==> config.mk <==
export PLATFORM = sky130hd
export DESIGN_NAME = enc_onehot_to_bin_pipe
export DESIGN_NICKNAME = d
export VERILOG_FILES = /design/src/rtl/enc_onehot_to_bin_pipe.sv
export SDC_FILE = /design/constraint.sdc
export NUM_CORES = 1
export LEC_CHECK = 0
export BUFFER_PORTS_ARGS = -buffer_cell sky130_fd_sc_hd__buf_2
export CORE_UTILIZATION = 43
export DETAILED_ROUTE_END_ITERATION = 8
export GPL_ROUTABILITY_DRIVEN = 0
export PLACE_DENSITY = 0.76
export SETUP_SLACK_MARGIN = 0.02
export SLEW_MARGIN = 0
export SYNTH_ARGS = -nofsm -noshare
export SYNTH_HDL_FRONTEND = slang
export SYNTH_HIERARCHICAL = 1
export SYNTH_SLANG_ARGS = --single-unit
==> constraint.sdc <==
create_clock -name clk_i -period 1.9 [get_ports clk_i]
set_clock_uncertainty 0.05 [all_clocks]
set_input_delay 0.095 -clock clk_i [delete_from_list [all_inputs] [get_ports clk_i]]
set_output_delay 0.095 -clock clk_i [all_outputs]
set_load 0.02 [all_outputs]
==> src/rtl/enc_onehot_to_bin_pipe.sv <==
// rtl/enc_onehot_to_bin_pipe.sv - registered one-hot to binary encoder with skid queue and error counter

// Two-entry queue: main drives the output, skid absorbs one beat of backpressure.
// Ports: in_t* accept side, out_t* drain side; in_tready is a register (~skid_valid).
module enc_onehot_skid_q #(
    parameter int W = 4
) (
    input  logic         clk,
    input  logic         rst,
    input  logic         in_tvalid,
    output logic         in_tready,
    input  logic [W-1:0] in_tdata,
    output logic         out_tvalid,
    input  logic         out_tready,
    output logic [W-1:0] out_tdata
);

    logic         main_valid;
    logic [W-1:0] main_data;
    logic         skid_valid;
    logic [W-1:0] skid_data;
    logic         accept;
    logic         consume;

    assign accept     = in_tvalid & in_tready;
    assign consume    = main_valid & out_tready;
    assign in_tready  = ~skid_valid;
    assign out_tvalid = main_valid;
    assign out_tdata  = main_data;

    always_ff @(posedge clk) begin
        if (rst) begin
            main_valid <= 1'b0;
            main_data  <= '0;
            skid_valid <= 1'b0;
            skid_data  <= '0;
        end else if (consume && skid_valid) begin
            // Skid advances; a beat accepted now refills the skid slot.
            main_data  <= skid_data;
            skid_valid <= accept;
            if (accept) begin
                skid_data <= in_tdata;
            end
        end else if (!main_valid || consume) begin
            // Main is empty or draining with no skid beat behind it.
            main_valid <= accept;
            if (accept) begin
                main_data <= in_tdata;
            end
        end else if (accept) begin
            // Main is held by backpressure; park the new beat.
            skid_valid <= 1'b1;
            skid_data  <= in_tdata;
        end
    end

endmodule

// Ports: clk_i/rst_i clock and sync active-high reset; in_vld_i/in_rdy_o/data_i input beat;
// out_vld_o/out_rdy_i/data_o/err_o output beat; clr_cnt_i/err_cnt_o saturating error count.
module enc_onehot_to_bin_pipe #(
    parameter int OHOT_WTH    = 8,
    parameter int BIN_WTH     = 3,
    parameter int ERR_CNT_WTH = 16
) (
    input  logic                   clk_i,
    input  logic                   rst_i,
    input  logic                   in_vld_i,
    output logic                   in_rdy_o,
    input  logic [OHOT_WTH-1:0]    data_i,
    output logic                   out_vld_o,
    input  logic                   out_rdy_i,
    output logic [BIN_WTH-1:0]     data_o,
    output logic                   err_o,
    input  logic                   clr_cnt_i,
    output logic [ERR_CNT_WTH-1:0] err_cnt_o
);

    logic [BIN_WTH-1:0]     enc_idx;
    logic                   enc_err;
    logic                   accept;
    logic [ERR_CNT_WTH-1:0] err_cnt_q;

    // Scan from the top down so the lowest set bit wins for multi-hot inputs.
    always_comb begin
        enc_idx = '0;
        for (int i = OHOT_WTH - 1; i >= 0; i--) begin
            if (data_i[i]) begin
                enc_idx = BIN_WTH'(i);
            end
        end
    end

    // Strictly one-hot: non-zero and clearing the lowest set bit leaves nothing.
    assign enc_err = (data_i == '0) || ((data_i & (data_i - OHOT_WTH'(1))) != '0);
    assign accept  = in_vld_i & in_rdy_o;

    enc_onehot_skid_q #(
        .W(BIN_WTH + 1)
    ) u_skid_q (
        .clk        (clk_i),
        .rst        (rst_i),
        .in_tvalid  (in_vld_i),
        .in_tready  (in_rdy_o),
        .in_tdata   ({enc_err, enc_idx}),
        .out_tvalid (out_vld_o),
        .out_tready (out_rdy_i),
        .out_tdata  ({err_o, data_o})
    );

    always_ff @(posedge clk_i) begin
        if (rst_i || clr_cnt_i) begin
            err_cnt_q <= '0;
        end else if (accept && enc_err && (err_cnt_q != '1)) begin
            err_cnt_q <= err_cnt_q + ERR_CNT_WTH'(1);
        end
    end

    assign err_cnt_o = err_cnt_q;

endmodule

==> results of run 1 <==
## final cells by class
type | instances | area [sq um]
multi-input cells | 131 | 943
well taps | 44 | 55.1
inverters | 10 | 41.3
fillers | 258 | 1060
flip-flops and latches | 26 | 529
clock buffers | 4 | 36.3
repair buffers | 72 | 464
## flip-flops by register name, summed over array words and instances (netlist names)
register,flops
err_cnt_o,16
u_skid_q/skid_valid,1
u_skid_q/out_tdata,4
u_skid_q/skid_data,4
u_skid_q/out_tvalid,1
## routing by layer
layer,GRT usage,wire (microns),up-vias
met2,0.345,1670,36
li1,-,-,793
met4,0.0565,42,0
met3,0.0368,99,8
met1,0.252,1610,727
met5,0,0,-
## metrics by stage
| stage | hold WS [ns] | utilization | cell area, sq um |
|---|---|---|---|
| detailed placement | 0.326 | 0.608 | 1900 |
| global placement | 0.325 | 0.608 | 1900 |
| CTS | 0.0286 | 0.638 | 2000 |
| finish | 0.0291 | 0.662 | 2070 |
| global route | 0.0347 | 0.662 | 2070 |
| floorplan | 0.145 | - | 1500 |
## worst max-delay path: stages (launching register included)
cell	delay, ns
dfxtp_2	0.36
clkinvlp_4	0.07
nand2_2	0.06
a41o_1	0.25
nor4_4	0.33
nor2_2	0.07
buf_6	0.14
or4_4	0.47
a21oi_2	0.13
## worst max path at each step
stage | start | slack, ns | end
3_5_place_dp | data_i[0] | -0.24 | err_cnt_o[7]$_SDFFE_PP0P_
5_1_grt | u_skid_q/skid_valid$_SDFFE_PP0P_ | -0.16 | err_cnt_o[7]$_SDFFE_PP0P_
4_1_cts | u_skid_q/skid_valid$_SDFFE_PP0P_ | -0.02 | err_cnt_o[7]$_SDFFE_PP0P_
3_3_place_gp | data_i[0] | -0.17 | err_cnt_o[7]$_SDFFE_PP0P_
2_1_floorplan | u_skid_q/skid_valid$_SDFFE_PP0P_ | -0.02 | err_cnt_o[7]$_SDFFE_PP0P_
6_report | u_skid_q/skid_valid$_SDFFE_PP0P_ | -0.08 | err_cnt_o[7]$_SDFFE_PP0P_
## logic make-up (layout without fill, tap and decap cells)
family          Yosys count  in the layout  synth area share
mux                       6              6            0.0446
fa+ha+maj                 2              2            0.0154
compound gates           46             46             0.216
simple gates             75             75             0.284
xor+xnor                  2              2            0.0120
buf+inv                  18             86            0.0712
flops                    26             26             0.357
## where the power goes
group | total, mW | internal, mW | switching [mW]
Sequential | 0.573 | 0.561 | 0.0122
Clock | 0.282 | 0.117 | 0.164
Combinational | 0.217 | 0.101 | 0.116
## placed cells by master, fill, tap and decap left out, drive strengths merged, types with 2 or more instances in the layout
| cell | netlist | routed |
|---|---|---|
| o31ai | 4 | 4 |
| dlygate4sd3 | 0 | 2 |
| or2 | 2 | 2 |
| xor2 | 2 | 2 |
| nor2 | 15 | 15 |
| nor4 | 5 | 5 |
| o221a | 4 | 4 |
| dfxtp | 26 | 26 |
| nand4 | 5 | 5 |
| o21ai | 10 | 10 |
| nand3 | 7 | 7 |
| inv | 10 | 9 |
| a21oi | 16 | 16 |
| clkbuf | 3 | 4 |
| nor3 | 4 | 4 |
| a41oi | 4 | 4 |
| or3 | 9 | 9 |
| nand2 | 13 | 13 |
| or4 | 6 | 6 |
| mux2i | 5 | 5 |
| buf | 5 | 70 |
| nand2b | 5 | 5 |
## repair_timing
action                     4_1_cts  5_1_grt
cloned                           0        0
resized for setup                8        8
setup buffers                    0        4
hold buffers                     2        0
setup endpoints to repair        6       15
hold endpoints to repair         2        0
pin swaps                        2        6
==> metrics.cfg, run 1 <==
[clock_tree]
clk_pin_slew_ns = 0.15
cts.htree.levels = 1
worstSkewPairLatency_ns = 0.32
cts_made_buffers = 3
cts_root_buffer = clkbuf_4
clock_sinks = 26
cts_tree = done
clock_path_buffers = 2

[timing]
fmax_mhz = 504
setup_viol = 4
worstMarginPinSlew_ns = 0.528
setup_tns_ns = -0.223
rsz0062_at_grt = true
worst_slack_ns = -0.0824
max_slew_margin = 0.647
drv_slew = 0
min_period_over_period = 1.04
hold_viol = 0
final.min_clock_period_ns = 1.98

[cells_and_area]
antenna_cells = 0
syn_to_final_growth_pct = 41.9
drive_gt1_frac = 0.444
finalNonFillerCells = 287
nets = 258

[detailed_routing]
via_count = 1564
final_antenna_net_count = 0
route.detailed.drc = 0
via_per_inst = 5.45
wl_microns = 3430
drt_iter0_markers = 48
drtPass1Iterations = 4
routedWlPerCell_microns = 11.9

[yosys]
ys_top_cells_by_area = dfxtp_1 36%, a21oi_1 5.5%, or3_1 3.9%
synthCells = 175
synth.top_cell.area_share = 0.357
synth.distinct_cells = 43
seq_area_frac_synth = 0.357
yosysTopAreaCell = dfxtp_1
ys_ff_latch = 26
syn_area_sq_mm = 0.00146
avgSynthCellArea_sq_um = 8.34
yosys_warnings = 6
async_flop_share = 0
synth_fp_nets = 189
synth_edf_count = 0
synthTopCellsByCount = 26 x dfxtp_1, 16 x a21oi_1, 14 x nor2_1
yosysMostFrequentCell = dfxtp_1
ys.flop_type = dfxtp_1

[placed_design]
dp_slack_ns = -0.239
place_hpwl_microns = 2570
io_buffers = 34
dp.cells = 277

[critical_path]
path_max_fanout = 8
critPathKind = register to register
worstSetupEndpointType = register
reg2reg_depth = 8
reg2reg_slack_ns = -0.08
critPathLaunchType = register
reg2reg_from = u_skid_q/skid_valid$_SDFFE_PP0P_
critPathArrivalTime_ns = 2.20
r2r-end = err_cnt_o[7]$_SDFFE_PP0P_
critPathRequiredTime_ns = 2.12

[die]
io_pins = 35
die_x_microns = 60.2
initial_utilization = 0.466
core.rowCount = 20
die_h_microns = 60.2
dieArea_sq_mm = 0.00363
core_area_sq_mm = 0.00313

[global_routing]
grt_remaining_overflow = 0
grt_max_degree = 16
grt_pass1_wl_microns = 5630
grt_use_total = 0.200
antenna_found_initial = 0
grt_pass1_vias = 1337

[power_and_ir_drop]
powerDensity_mw_per_mm2 = 517
power.total_mw = 1.07
leakage_nw = 0.844
peakVddDrop_v = 0.000315

[run_status]
violations = negative setup slack
status = finished with violations

[worst_hold_path]
hold_depth = 2
holdPathEnd = u_skid_q/out_tvalid$_SDFFE_PP0P_
hold_class = primary input to register
hold_path_startpoint = rst_i

[flow_run]
drv_cap = 0

Power figures use the tool's default switching activity.
==> run 2: changes to the inputs <==
==> constraint.sdc (replaced) <==
create_clock -name clk_i -period 1.9 [get_ports clk_i]
set_clock_uncertainty 0.05 [all_clocks]
set_input_delay 0 -clock clk_i [delete_from_list [all_inputs] [get_ports clk_i]]
set_output_delay 0 -clock clk_i [all_outputs]
set_load 0.02 [all_outputs]
==> run 2 against run 1 <==
Effect of this change: the flow still finishes with violations (negative setup slack); cell area is 0.79% higher; setup slack better by 0.057 ns; final cell count is 1.4% higher; clock power hardly changed; non-clock buffer count is 4 higher; clock-buffer cell count stayed put; largest power group unchanged; highest routed layer unchanged.
==> metrics.cfg, run 2 (synthesized netlist as in run 1, its figures left out) <==
[die]
initial_utilization = 0.466  ; unchanged
die_x_microns = 60.2  ; unchanged
die_h_microns = 60.2  ; unchanged
core_area_sq_mm = 0.00313  ; unchanged
core.rowCount = 20  ; unchanged
dieArea_sq_mm = 0.00363  ; unchanged
io_pins = 35  ; unchanged

[global_routing]
grt_use_total = 0.217  ; +0.0166
grt_pass1_vias = 1411  ; +5.5%
antenna_found_initial = 0  ; unchanged
grt_pass1_wl_microns = 5920  ; +5.2%
grt_remaining_overflow = 0  ; unchanged
grt_max_degree = 16  ; unchanged

[clock_tree]
cts_tree = done
clock_path_buffers = 2  ; unchanged
clk_pin_slew_ns = 0.14  ; about the same
cts_made_buffers = 3  ; unchanged
cts_root_buffer = clkbuf_4
clock_sinks = 26  ; unchanged
cts.htree.levels = 1  ; unchanged
worstSkewPairLatency_ns = 0.33  ; about the same

[power_and_ir_drop]
combPwrFrac = 0.202  ; about the same
powerDensity_mw_per_mm2 = 515  ; -0.47%
peakVddDrop_v = 0.000496  ; +57%
p_sw_frac = 0.275  ; +0.00193
power.internal_mw = 0.779  ; about the same
leakage_nw = 0.862  ; +2.1%
power.total_mw = 1.07  ; +0.31%
clkPwrFrac = 0.264  ; about the same
p_seq_frac = 0.534  ; about the same
power.switching_mw = 0.295  ; +1.0%

[timing]
max_slew_margin = 0.685  ; +0.0381
drv_slew = 0  ; unchanged
hold_viol = 0  ; unchanged
min_period_over_period = 1.01  ; -0.0298
setup_tns_ns = -0.0334  ; +0.189 ns
rsz0062_at_grt = true
hold_ws_ns = 0.100  ; +0.0711 ns
fmax_mhz = 519  ; +2.9%
final.min_clock_period_ns = 1.93  ; -0.0566 ns
worst_slack_ns = -0.0259  ; +0.0566 ns
worstMarginPinSlew_ns = 0.471  ; -0.0570 ns
setup_viol = 2  ; -2

[cells_and_area]
layout_common_cells = 36 x buf_4, 34 x buf_2, 18 x dfxtp_1
drive_gt1_frac = 0.433  ; -0.0112
nets = 262  ; +1.6%
final_common_cell = buf_4
largest_reg_flops = 16  ; unchanged
syn_to_final_growth_pct = 43.0
antenna_cells = 0  ; unchanged

[critical_path]
reg2reg_from = u_skid_q/skid_valid$_SDFFE_PP0P_
reg2reg_slack_ns = -0.03  ; +0.06 ns
critPathLaunchType = register
worstSetupEndpointType = register
critPathRequiredTime_ns = 2.13  ; about the same
crit_chain = clkinvlp_4 -> nand2_2 -> a41o_1 -> nor4_4 -> nor2_2 -> buf_6 -> or4_4 -> a21oi_2
critPathArrivalTime_ns = 2.16  ; -0.04 ns
cp.buffers_inverters = 2  ; unchanged
crit_slowest_cell = or4_4
reg2reg_depth = 8  ; unchanged
slowest_delay_ns = 0.48  ; about the same
cp_top_family = simple AND/OR/NAND/NOR gates
critPathKind = register to register
path_max_fanout = 7  ; -1
r2r-end = err_cnt_o[7]$_SDFFE_PP0P_

[detailed_routing]
final_antenna_net_count = 0  ; unchanged
routedWlPerCell_microns = 12.9  ; +7.9%
wl_microns = 3750  ; +9.5%
route.detailed.drc = 0  ; unchanged
drtPass1Iterations = 4  ; unchanged
drt_iter0_markers = 96  ; +100%
via_per_inst = 5.41  ; -0.74%
via_count = 1574  ; +0.64%

[worst_hold_path]
holdPathEnd = u_skid_q/skid_data[0]$_SDFFE_PP0P_
hold_depth = 5  ; +3
hold_class = primary input to register
hold_path_startpoint = data_i[0]

[flow_run]
drv_cap = 0  ; unchanged

[placed_design]
io_buffers = 34  ; unchanged
place_hpwl_microns = 2730  ; +6.2%

[run_status]
status = finished with violations
violations = negative setup slack

-- run 2: cell types whose count changed in the layout (fill, tap and decap cells not counted) --
| cell | previous run | this run |
|---|---|---|
| buf_4 | 35 | 36 |
| or4_4 | 3 | 2 |
| or4_1 | 3 | 4 |
| a21oi_2 | 2 | 1 |
| a21oi_1 | 14 | 15 |
| nor4_1 | 1 | 2 |
| dfxtp_2 | 7 | 8 |
| nor4_4 | 3 | 2 |
| dlygate4sd3_1 | 2 | 5 |
| dfxtp_1 | 19 | 18 |
-- run 2: stage by stage --
stage          setup slack, ns   util  instance area [sq um]  instances
2_1_floorplan          -0.0165      -                   1500        175
3_3_place_gp            -0.127  0.608                   1900        278
3_5_place_dp            -0.171  0.608                   1900        278
4_1_cts                -0.0300  0.644                   2020        287
5_1_grt                -0.0956  0.667                   2090        291
6_report               -0.0259  0.667                   2090        291
-- run 2: worst min-delay path: cells and delay by family --
kind                   cells  cell delay [ns]
AOI/OAI and AO/OA          1             0.05
buffers and inverters      2             0.21
muxes                      1             0.13
and+or+nand+nor            1             0.05
-- run 2: final cells by class --
| type | count | area, sq um |
|---|---|---|
| tap | 44 | 55.1 |
| inverter | 10 | 41.3 |
| fill | 242 | 1040 |
| multi-input combinational | 131 | 921 |
| clock buffer | 4 | 36.3 |
| sequential | 26 | 531 |
| timing repair buffer | 76 | 502 |
-- run 2: power by group through the flow --
stage | combinational, mW | sequential, mW | clock (mW)
floorplan | 0.112 | 0.595 | 0
global placement | 0.188 | 0.583 | 0
detailed placement | 0.193 | 0.584 | 0
CTS | 0.207 | 0.572 | 0.296
global route | 0.238 | 0.575 | 0.313
finish | 0.217 | 0.573 | 0.284
-- run 2: repair_timing --
| action | CTS | global route |
|---|---|---|
| endpoints found under the setup margin | 8 | 13 |
| gates resized for setup | 5 | 9 |
| buffers inserted | 0 | 4 |
| hold buffers | 5 | 0 |
| endpoints found under the hold margin | 8 | 0 |
| pin swaps | 2 | 8 |
-- run 2: worst max path at each step --
stage                                endpoint  cells after the start                              from  slack (ns)
floorplan           err_cnt_o[7]$_SDFFE_PP0P_                      8  u_skid_q/skid_valid$_SDFFE_PP0P_       -0.02
global placement    err_cnt_o[7]$_SDFFE_PP0P_                      8                         data_i[0]       -0.13
detailed placement  err_cnt_o[7]$_SDFFE_PP0P_                      8                         data_i[0]       -0.17
CTS                 err_cnt_o[7]$_SDFFE_PP0P_                      8  u_skid_q/skid_valid$_SDFFE_PP0P_       -0.03
global route        err_cnt_o[7]$_SDFFE_PP0P_                      8  u_skid_q/skid_valid$_SDFFE_PP0P_        -0.1
finish              err_cnt_o[7]$_SDFFE_PP0P_                      8  u_skid_q/skid_valid$_SDFFE_PP0P_       -0.03
-- run 2: layer usage --
layer	part of all wire	GRT usage	vias to the layer above
li1	-	-	798
met1	0.43	0.240	731
met2	0.52	0.399	38
met3	0.039	0.0476	7
met4	0.017	0.0797	0
met5	0	0	-
